[src/rtl/seq_mul_pkg.sv]
// Shared definitions for the sequential shift-add / Booth multiplier.
package seq_mul_pkg;

    typedef enum logic [1:0] {
        ST_IDLE = 2'd0,
        ST_CALC = 2'd1,
        ST_DONE = 2'd2
    } state_e;

    localparam int unsigned DEFAULT_WIDTH = 16;

    function automatic int unsigned cnt_width(input int unsigned width);
        return $clog2(width + 1);
    endfunction

    localparam int unsigned CNT_W = cnt_width(DEFAULT_WIDTH);

    // Booth pair is {current multiplier LSB, previously shifted-out bit}
    localparam logic [1:0] BOOTH_NOP_00 = 2'b00;
    localparam logic [1:0] BOOTH_ADD    = 2'b01;
    localparam logic [1:0] BOOTH_SUB    = 2'b10;
    localparam logic [1:0] BOOTH_NOP_11 = 2'b11;

endpackage

[src/rtl/seq_mul_if.sv]
// Request/response bundle between a multiplier client and seq_mul.
interface seq_mul_if #(
    parameter int unsigned WIDTH = 16
);
    logic                 start;
    logic                 is_signed;
    logic [WIDTH-1:0]     M;
    logic [WIDTH-1:0]     Q;
    logic [2*WIDTH-1:0]   result;
    logic                 busy;
    logic                 done;

    modport master (
        output start, is_signed, M, Q,
        input  result, busy, done
    );

    modport slave (
        input  start, is_signed, M, Q,
        output result, busy, done
    );
endinterface

[src/rtl/seq_mul_booth_step.sv]
// One multiply iteration: conditional add/subtract of M into the upper partial, then a 1-bit shift.
module booth_step
    import seq_mul_pkg::*;
#(
    parameter int unsigned WIDTH     = 16,
    parameter bit          SIGNED_EN = 1'b1
) (
    input  logic [WIDTH:0]   i_acc,
    input  logic [WIDTH-1:0] i_q,
    input  logic             i_prev,
    input  logic [WIDTH-1:0] i_m,
    input  logic             i_signed,
    output logic [WIDTH:0]   o_acc,
    output logic [WIDTH-1:0] o_q,
    output logic             o_prev
);
    logic             w_signed;
    logic [WIDTH:0]   w_m_ext;
    logic [WIDTH:0]   w_sum;
    logic             w_fill;

    assign w_signed = SIGNED_EN && i_signed;
    assign w_m_ext  = w_signed ? {i_m[WIDTH-1], i_m} : {1'b0, i_m};

    always_comb begin
        w_sum = i_acc;
        if (w_signed) begin
            case ({i_q[0], i_prev})
                BOOTH_ADD: w_sum = i_acc + w_m_ext;
                BOOTH_SUB: w_sum = i_acc - w_m_ext;
                default:   w_sum = i_acc;
            endcase
        end else if (i_q[0]) begin
            // upper bit of i_acc is always 0 here, so the carry lands in bit WIDTH
            w_sum = i_acc + w_m_ext;
        end
    end

    assign w_fill = w_signed ? w_sum[WIDTH] : 1'b0;
    assign o_acc  = {w_fill, w_sum[WIDTH:1]};
    assign o_q    = {w_sum[0], i_q[WIDTH-1:1]};
    assign o_prev = i_q[0];

endmodule

[src/rtl/seq_mul.sv]
// Sequential WIDTH x WIDTH multiplier: IDLE -> CALC (WIDTH iterations) -> DONE (one-cycle result pulse).
module seq_mul
    import seq_mul_pkg::*;
#(
    parameter int unsigned WIDTH     = 16,
    parameter bit          SIGNED_EN = 1'b1
) (
    input  logic      clk,
    input  logic      n_rst,
    seq_mul_if.slave  bus
);
    localparam int unsigned     CW        = cnt_width(WIDTH);
    localparam logic [CW-1:0]   LAST_ITER = CW'(WIDTH - 1);

    state_e                r_state;
    state_e                w_next;
    logic [WIDTH:0]        r_acc;
    logic [WIDTH-1:0]      r_q;
    logic                  r_prev;
    logic [WIDTH-1:0]      r_m;
    logic                  r_signed;
    logic [CW-1:0]         r_cnt;
    logic [2*WIDTH-1:0]    r_result;

    logic [WIDTH:0]        w_acc_n;
    logic [WIDTH-1:0]      w_q_n;
    logic                  w_prev_n;
    logic                  w_busy;
    logic                  w_done;

    booth_step #(
        .WIDTH     (WIDTH),
        .SIGNED_EN (SIGNED_EN)
    ) u_step (
        .i_acc    (r_acc),
        .i_q      (r_q),
        .i_prev   (r_prev),
        .i_m      (r_m),
        .i_signed (r_signed),
        .o_acc    (w_acc_n),
        .o_q      (w_q_n),
        .o_prev   (w_prev_n)
    );

    always_comb begin
        w_next = r_state;
        w_busy = 1'b0;
        w_done = 1'b0;
        case (r_state)
            ST_IDLE: begin
                if (bus.start) w_next = ST_CALC;
            end
            ST_CALC: begin
                w_busy = 1'b1;
                if (r_cnt == LAST_ITER) w_next = ST_DONE;
            end
            ST_DONE: begin
                w_done = 1'b1;
                w_next = ST_IDLE;
            end
            default: w_next = ST_IDLE;
        endcase
    end

    always_ff @(posedge clk or negedge n_rst) begin
        if (!n_rst) begin
            r_state  <= ST_IDLE;
            r_acc    <= '0;
            r_q      <= '0;
            r_prev   <= 1'b0;
            r_m      <= '0;
            r_signed <= 1'b0;
            r_cnt    <= '0;
            r_result <= '0;
        end else begin
            r_state <= w_next;
            case (r_state)
                ST_IDLE: begin
                    if (bus.start) begin
                        r_m      <= bus.M;
                        r_q      <= bus.Q;
                        r_signed <= bus.is_signed & SIGNED_EN;
                        r_acc    <= '0;
                        r_prev   <= 1'b0;
                        r_cnt    <= '0;
                    end
                end
                ST_CALC: begin
                    r_acc  <= w_acc_n;
                    r_q    <= w_q_n;
                    r_prev <= w_prev_n;
                    r_cnt  <= r_cnt + CW'(1);
                    // the final iteration's output goes straight into result on the edge entering DONE
                    if (r_cnt == LAST_ITER) r_result <= {w_acc_n[WIDTH-1:0], w_q_n};
                end
                default: ;
            endcase
        end
    end

    assign bus.result = r_result;
    assign bus.busy   = w_busy;
    assign bus.done   = w_done;

endmodule
[src/flat_wrapper.sv]
// flat-port wrapper written by rule: the top's interface ports become plain ports
module seq_mul_flat import seq_mul_pkg::*;
#(
    parameter int unsigned WIDTH     = 16,
    parameter bit          SIGNED_EN = 1'b1
)
  (clk, n_rst, bus_start, bus_is_signed, bus_M, bus_Q, bus_result, bus_busy, bus_done);
  seq_mul_if #(.WIDTH(WIDTH)) bus_i ();
  input  logic clk;
  input  logic n_rst;
  input wire logic [$bits(bus_i.start)-1:0] bus_start;
  input wire logic [$bits(bus_i.is_signed)-1:0] bus_is_signed;
  input wire logic [$bits(bus_i.M)-1:0] bus_M;
  input wire logic [$bits(bus_i.Q)-1:0] bus_Q;
  output wire logic [$bits(bus_i.result)-1:0] bus_result;
  output wire logic [$bits(bus_i.busy)-1:0] bus_busy;
  output wire logic [$bits(bus_i.done)-1:0] bus_done;
  assign bus_i.start = bus_start;
  assign bus_i.is_signed = bus_is_signed;
  assign bus_i.M = bus_M;
  assign bus_i.Q = bus_Q;
  assign bus_result = bus_i.result;
  assign bus_busy = bus_i.busy;
  assign bus_done = bus_i.done;
  seq_mul #(.WIDTH(WIDTH), .SIGNED_EN(SIGNED_EN)) u_core (.clk(clk), .n_rst(n_rst), .bus(bus_i));
endmodule
[config.mk]
export PLATFORM = sky130hd
export DESIGN_NAME = seq_mul_flat
export DESIGN_NICKNAME = d
export VERILOG_FILES = /design/src/rtl/seq_mul_pkg.sv /design/src/rtl/seq_mul_if.sv /design/src/rtl/seq_mul_booth_step.sv /design/src/rtl/seq_mul.sv /design/src/flat_wrapper.sv
export SDC_FILE = /design/constraint.sdc
export NUM_CORES = 1
export LEC_CHECK = 0
export BUFFER_PORTS_ARGS = -buffer_cell sky130_fd_sc_hd__buf_2
export CAP_MARGIN = 20
export CORE_ASPECT_RATIO = 0.5
export CORE_MARGIN = 4
export CORE_UTILIZATION = 43
export CTS_BUF_LIST = sky130_fd_sc_hd__clkbuf_2 sky130_fd_sc_hd__clkbuf_4 sky130_fd_sc_hd__clkbuf_8
export DETAILED_ROUTE_END_ITERATION = 6
export GPL_TIMING_DRIVEN = 0
export SLEW_MARGIN = 20
export SYNTH_ARGS = -nofsm -noshare
export SYNTH_HDL_FRONTEND = slang
export SYNTH_HIERARCHICAL = 1
export SYNTH_SLANG_ARGS = --single-unit
[constraint.sdc]
create_clock -name clk -period 2.55 [get_ports clk]
set_clock_uncertainty 0.1 [all_clocks]
set_input_delay 0.1275 -clock clk [delete_from_list [all_inputs] [get_ports clk]]
set_output_delay 0.1275 -clock clk [all_outputs]
set_load 0.01 [all_outputs]
## Word-level counts from Yosys, hierarchy flattened

Index checks and enable logic that the tools add are counted.

- $add $sub $neg: 3
- Equal/unequal tests: 7
- Multiplexer cells: 18
- Reductions and logical operators: 6

Operators with widths:

| cell | number |
|---|---|
| $mux W17 | 4 |
| $pmux W17 S2 | 2 |
| $pmux W16 S2 | 1 |
| $add A17 B17 Y17 | 1 |
| $sub A17 B17 Y17 | 1 |
| $mux W16 | 1 |
| $pmux W5 S2 | 1 |
| $reduce_and A2 Y1 | 4 |
| $add A5 B1 Y5 const B | 1 |
| $eq A5 B4 Y1 const B | 1 |
| $mux W5 | 1 |
| $eq A2 B1 Y1 const B | 2 |
| $eq A2 B2 Y1 const B | 2 |
| $mux W1 | 4 |
| $mux W2 | 2 |
| $pmux W2 S2 | 1 |
| $logic_not A2 Y1 | 1 |
| $ne A2 B1 Y1 const B | 1 |
| $ne A2 B2 Y1 const B | 1 |
| $pmux W1 S2 | 1 |
| $reduce_bool A2 Y1 | 1 |

- Register bits after elaboration: 90
- Input bits: 36
- Output and inout port bits: 34
- Logic and storage cells: 42

## Longest topological paths before layout

- Depth after elaboration: 6
- Mapped depth: 13
- Depth with buffers taken out: 12

## Cells and area by module

Netlist, hierarchy kept.

Modules (own cells, without submodules):

| module | instances | cells each | area an instance (um2) | seq. area each (um2) |
|---|---|---|---|---|
| seq_mul | 1 | 264 | 3687.3 | 2252.2 |
| booth_step | 1 | 384 | 2611.3 | 0.0 |

## Worst setup path after synthesis

OpenSTA, ideal clock, no wires.

- Path kind: register -> register
- Start: register u_core.r_q[0]
- End: register u_core.r_result[27], in the netlist u_core/bus.result[27]
- Library setup time: 0.125 ns
- Data arrival time: 2.521 ns
- Data required time: 2.325 ns
- Path slack: -0.195 ns
- Cell stages (with the launch flop): 12
- Buffers on the path: 3
- Period minus slack after synthesis: 2.745 ns
- Path through: dfrtp_1 -> clkbuf_1 -> inv_1 -> clkbuf_1 -> ha_1 -> clkbuf_1 -> nand2b_1 -> nand2_1 -> a21oi_1 -> a211o_1 -> a22o_1 -> mux2_2

- Word-level cells in the longest chain between the ends: 3
- Elaborated cells between the ends (all ways): 5
- Those cells by class: 2 x eq/ne; 3 x mux

Ends and longest elaborated chain:

| item | line | RTL |
|---|---|---|
| start: declaration | seq_mul.sv:18 | `logic [WIDTH-1:0] r_q;` |
| start signal: assignment | seq_mul.sv:81 | `r_q <= bus.Q;` |
| start signal: assignment | seq_mul.sv:90 | `r_q <= w_q_n;` |
| $eq A2 B2 Y1 / $eq A2 B1 Y1 (equally long branches) | seq_mul_booth_step.sv:28 | `case ({i_q[0], i_prev})` |
| $pmux W17 S2 | seq_mul_booth_step.sv:28 |  |
| $mux W17 * | seq_mul_booth_step.sv:27 | `if (w_signed) begin` |
| net u_core.w_acc_n[11] | seq_mul.sv:25 | `logic [WIDTH:0] w_acc_n;` |
| end signal: assignment | seq_mul.sv:94 | `if (r_cnt == LAST_ITER) r_result <= {w_acc_n[WIDTH-1:0], w_q_n};` |
| end: declaration | seq_mul.sv:23 | `logic [2*WIDTH-1:0] r_result;` |

The timed path passes the listed nets; every way through them passes the cells marked *.
A chain may end at the register's enable or synchronous reset.

## Worst setup path in the final report

- Start: register u_core.r_acc[0]
- End: register u_core.r_result[27], in the netlist u_core/bus.result[27]

- Word-level cells in the longest chain between the ends: 3
- Elaborated cells between the ends (all ways): 5
- Those cells by class: 2 x add/sub; 3 x mux

Ends and longest elaborated chain:

| item | line | RTL |
|---|---|---|
| start: declaration | seq_mul.sv:17 | `logic [WIDTH:0] r_acc;` |
| start signal: assignment | seq_mul.sv:89 | `r_acc <= w_acc_n;` |
| $sub A17 B17 Y17 / $add A17 B17 Y17 (equally long branches) | seq_mul_booth_step.sv:30, seq_mul_booth_step.sv:29, seq_mul_booth_step.sv:35 |  |
| $pmux W17 S2 / $mux W17 (equally long branches) | seq_mul_booth_step.sv:28, seq_mul_booth_step.sv:33 |  |
| $mux W17 * | seq_mul_booth_step.sv:27 |  |
| net u_core.w_acc_n[11] | seq_mul.sv:25 |  |

Marked as above.

==> metrics.md <==
| Metric | Value |
|---|---|
| Outcome | finished, violations left |
| Violations in the final reports | negative setup slack |
| Data required time of the worst path | 2.72 ns |
| Pin count of the biggest net entering global routing | 74 |
| Root buffer selected by CTS | sky130_fd_sc_hd__clkbuf_8 |
| Commonest cells after routing, fill and taps aside | sky130_fd_sc_hd__dfrtp_1, sky130_fd_sc_hd__buf_2, sky130_fd_sc_hd__buf_4, sky130_fd_sc_hd__a21oi_1 |
| Via total after detailed routing | 5790 |
| Max Slew Vio Count | 0 |
| Area inside the core boundary | 13900 um2 |
| Setup slack at placement | -0.941 ns |
| CTS clk-pin slew, worst paths | 0.10 ns |
| Starting density of the core | 0.452 |
| Number of buffers between clock root and the deepest sink | 2 |
| Top-Level Pins | 70 |
| Worst rel slew slack | 0.467 |
| CP endpoint kind | flop |
| Antenna viol nets, final | 0 |
| Antenna Cells | 0 |
| Share of cells above drive strength 1 | 0.417 |
| # Max-Cap Violations | 0 |
| Die area | 16800 um2 |
| Clock latency at the later pin of the worst-skew pair | 0.38 ns |
| Post-route DRC | 0 |
| Type of the most critical hold path | in2async |
| First-iteration detailed-routing DRC count | 405 |
| Clock tree from TritonCTS | built |
| Crit share post-route | 1.15 |
| Kind of launch point of the worst setup path | flop |
| Netlist area before placement | 6300 um2 |
| Category of the critical setup timing path | reg2reg |
| Setup repair after global routing missed its margin | yes |
| Number of enable flip-flop cells after synthesis | 0 |
| Nets | 894 |
| HPWL Detailed | 12700 um |
| Count of buffers inserted at the top-level ports | 69 |
| Cells after synthesis | 648 |
| Initial antenna violation count | 0 |
| Yosys top cell area share | 0.358 |
| Via density per instance | 5.69 |
| Distinct cell type count of the synthesized netlist | 79 |
| Asr flop ratio synth | 1.00 |
| Worst endpoint data arrival time | 3.09 ns |
| Post-synth top flop | sky130_fd_sc_hd__dfrtp_1 |
| Clock buffer count from CTS | 9 |
| Finish-stage setup viols | 25 |
| Achievable clock frequency | 342 MHz |
| Final RePlAce weighted congestion | 0.918 |
| Sequential cell area fraction in the yosys report | 0.358 |
| Post-synthesis to final-layout area growth | 36.1% |
| Std cell rows | 30 |
| Top fanout value on the critical path | 6 |
| Detailed Route WL | 19500 um |
| Number of optimization iterations in the first detailed-route pass | 6 |
| Overall Global Routing Usage | 0.234 |
| Final worst path period need | 2.92 ns |
| Setup slack after layout | -0.372 ns |
| Cell count of the worst reg-to-reg path | 11 |
| Wire length of the first global-routing pass | 30900 um |
| Commonest non-fill, non-tap cell in the layout | sky130_fd_sc_hd__dfrtp_1 |
| Number of H-tree levels | 3 |
| Top area cells in the synthesized netlist | sky130_fd_sc_hd__dfrtp_1, sky130_fd_sc_hd__ha_1, sky130_fd_sc_hd__mux2_2 |
| Number of nets in the synthesized netlist | 722 |
| Detail-routed net length per standard cell | 19.2 um |
| Register bit total from synthesis | 90 |
| Via count of the first global-routing pass | 5780 |
| Fillcell total | 1137 |
| Post-synthesis area per instance | 9.72 um2 |
| Clock Sinks | 90 |
| Yosys warning total | 6 |
| Synth area leader | sky130_fd_sc_hd__dfrtp_1 |
| Die Width | 179 um |
| Y dimension of the die | 93.6 um |
| Transition time at the pin with the least slew margin | 0.800 ns |
| Final hold viol count | 0 |
| Total gr overflow | 0 |
==> flip-flops by register name, summed over array words and instances (netlist names) <==
register and cells:
u_core/r_cnt 5, u_core/bus.result 32, u_core/r_signed 1, u_core/r_acc 17
u_core/r_m 16, u_core/r_q 16, u_core/r_state 2, u_core/r_prev 1
==> metal layers <==
metal  wire length (um)  vias up  track usage
met5                  0        -            0
met4                250        0       0.0538
met3               1600       27       0.0614
met2               8520      232        0.354
met1               9150     2856        0.335
li1                   -     2675            -
==> worst max-delay path: stages (launching register included) <==
cell and delay [ns]:
sky130_fd_sc_hd__dfrtp_1 0.41, sky130_fd_sc_hd__ha_2 0.22, sky130_fd_sc_hd__inv_2 0.04, sky130_fd_sc_hd__fa_2 0.38, sky130_fd_sc_hd__nor2_4 0.13, sky130_fd_sc_hd__o221ai_4 0.13
sky130_fd_sc_hd__a21oi_2 0.19, sky130_fd_sc_hd__buf_4 0.15, sky130_fd_sc_hd__a41oi_4 0.18, sky130_fd_sc_hd__a211o_1 0.36, sky130_fd_sc_hd__a22o_1 0.23, sky130_fd_sc_hd__mux2_2 0.27
==> area by class of cell <==
type	instances	area [um2]	share of cell area
Multi-Input combinational cell	454	4040	0.471
Sequential cell	90	2260	0.263
Timing Repair Buffer	167	1250	0.146
Buffer	49	384	0.0448
Tap cell	192	240	0.0280
Inverter	49	203	0.0236
Clock buffer	11	139	0.0162
Clock inverter	5	62.6	0.00730
==> logic make-up (layout without fill, tap and decap cells) <==
kind of cell / after synthesis / count (layout) / synth area share
simple gates: 116 / 116 / 0.0973
mux: 57 / 57 / 0.106
xor+xnor: 21 / 21 / 0.0292
flops: 90 / 90 / 0.358
buf+inv: 104 / 281 / 0.0860
fa+ha+maj: 38 / 38 / 0.0779
compound gates: 222 / 222 / 0.246
==> per-stage QoR <==
stage / hold slack, ns / cell area, um2 / setup TNS (ns) / cells / util
floorplan: -0.268 / 6340 / -0.116 / 648 / -
finish: 0.0371 / 8570 / -5.77 / 1017 / 0.616
global route: 0.0323 / 8570 / -7.65 / 1017 / 0.616
global placement: 0.259 / 6930 / -26.74 / 909 / 0.497
detailed placement: -0.121 / 6960 / -26.32 / 910 / 0.500
CTS: 0.0135 / 8150 / -3.96 / 997 / 0.585
==> cell usage after synthesis, types with 3 or more instances <==
library cell	count
sky130_fd_sc_hd__ha_1	36
sky130_fd_sc_hd__inv_1	48
sky130_fd_sc_hd__o21ai_1	4
sky130_fd_sc_hd__nor3_1	5
sky130_fd_sc_hd__a221oi_1	3
sky130_fd_sc_hd__mux2_4	9
sky130_fd_sc_hd__xnor2_1	17
sky130_fd_sc_hd__a211oi_1	7
sky130_fd_sc_hd__a22o_1	20
sky130_fd_sc_hd__clkbuf_1	17
sky130_fd_sc_hd__o221ai_1	4
sky130_fd_sc_hd__and2b_1	6
sky130_fd_sc_hd__o21a_1	4
sky130_fd_sc_hd__nand3_1	7
sky130_fd_sc_hd__o21ai_0	39
sky130_fd_sc_hd__buf_2	4
sky130_fd_sc_hd__o22ai_1	6
sky130_fd_sc_hd__a21oi_1	54
sky130_fd_sc_hd__buf_6	5
sky130_fd_sc_hd__o21bai_1	6
sky130_fd_sc_hd__buf_4	24
sky130_fd_sc_hd__a22oi_1	16
sky130_fd_sc_hd__nand2b_1	5
sky130_fd_sc_hd__o211ai_1	4
sky130_fd_sc_hd__a31oi_1	9
sky130_fd_sc_hd__o31ai_1	6
sky130_fd_sc_hd__mux2_2	39
sky130_fd_sc_hd__nor2b_1	17
sky130_fd_sc_hd__nand2_1	23
sky130_fd_sc_hd__dfrtp_1	90
sky130_fd_sc_hd__a21o_1	7
sky130_fd_sc_hd__mux2i_1	8
sky130_fd_sc_hd__xor2_1	4
sky130_fd_sc_hd__nand4_1	6
sky130_fd_sc_hd__nor2_1	33
==> path summary, 6_finish.rpt <==
kind,start,endpoint,slack (ns)
setup / recovery,u_core/r_acc[0]$_DFFE_PN0P_,u_core/bus.result[27]$_DFFE_PN0P_,-0.37
setup reg to reg,u_core/r_acc[0]$_DFFE_PN0P_,u_core/bus.result[27]$_DFFE_PN0P_,-0.37
hold reg to reg,u_core/r_cnt[3]$_DFFE_PN0P_,u_core/r_cnt[3]$_DFFE_PN0P_,0.39
max in group asynchronous,n_rst,u_core/r_acc[10]$_DFFE_PN0P_,1.68
min in group clk,bus_start,u_core/r_q[12]$_DFFE_PN0P_,0.11
hold / removal,n_rst,u_core/bus.result[9]$_DFFE_PN0P_,0.04
==> what timing repair did <==
action | in CTS | in global routing
gates resized for setup | 83 | 64
pin swaps | 41 | 42
endpoints found under the setup margin | 35 | 33
hold buffers | 34 | 0
buffers inserted | 40 | 25
cloned | 0 | 0
hold endpoints to repair | 123 | 0
Power is left out: the tool's default activity adds up to more than one toggle a clock period on the data nets, which glitch-free logic cannot reach.
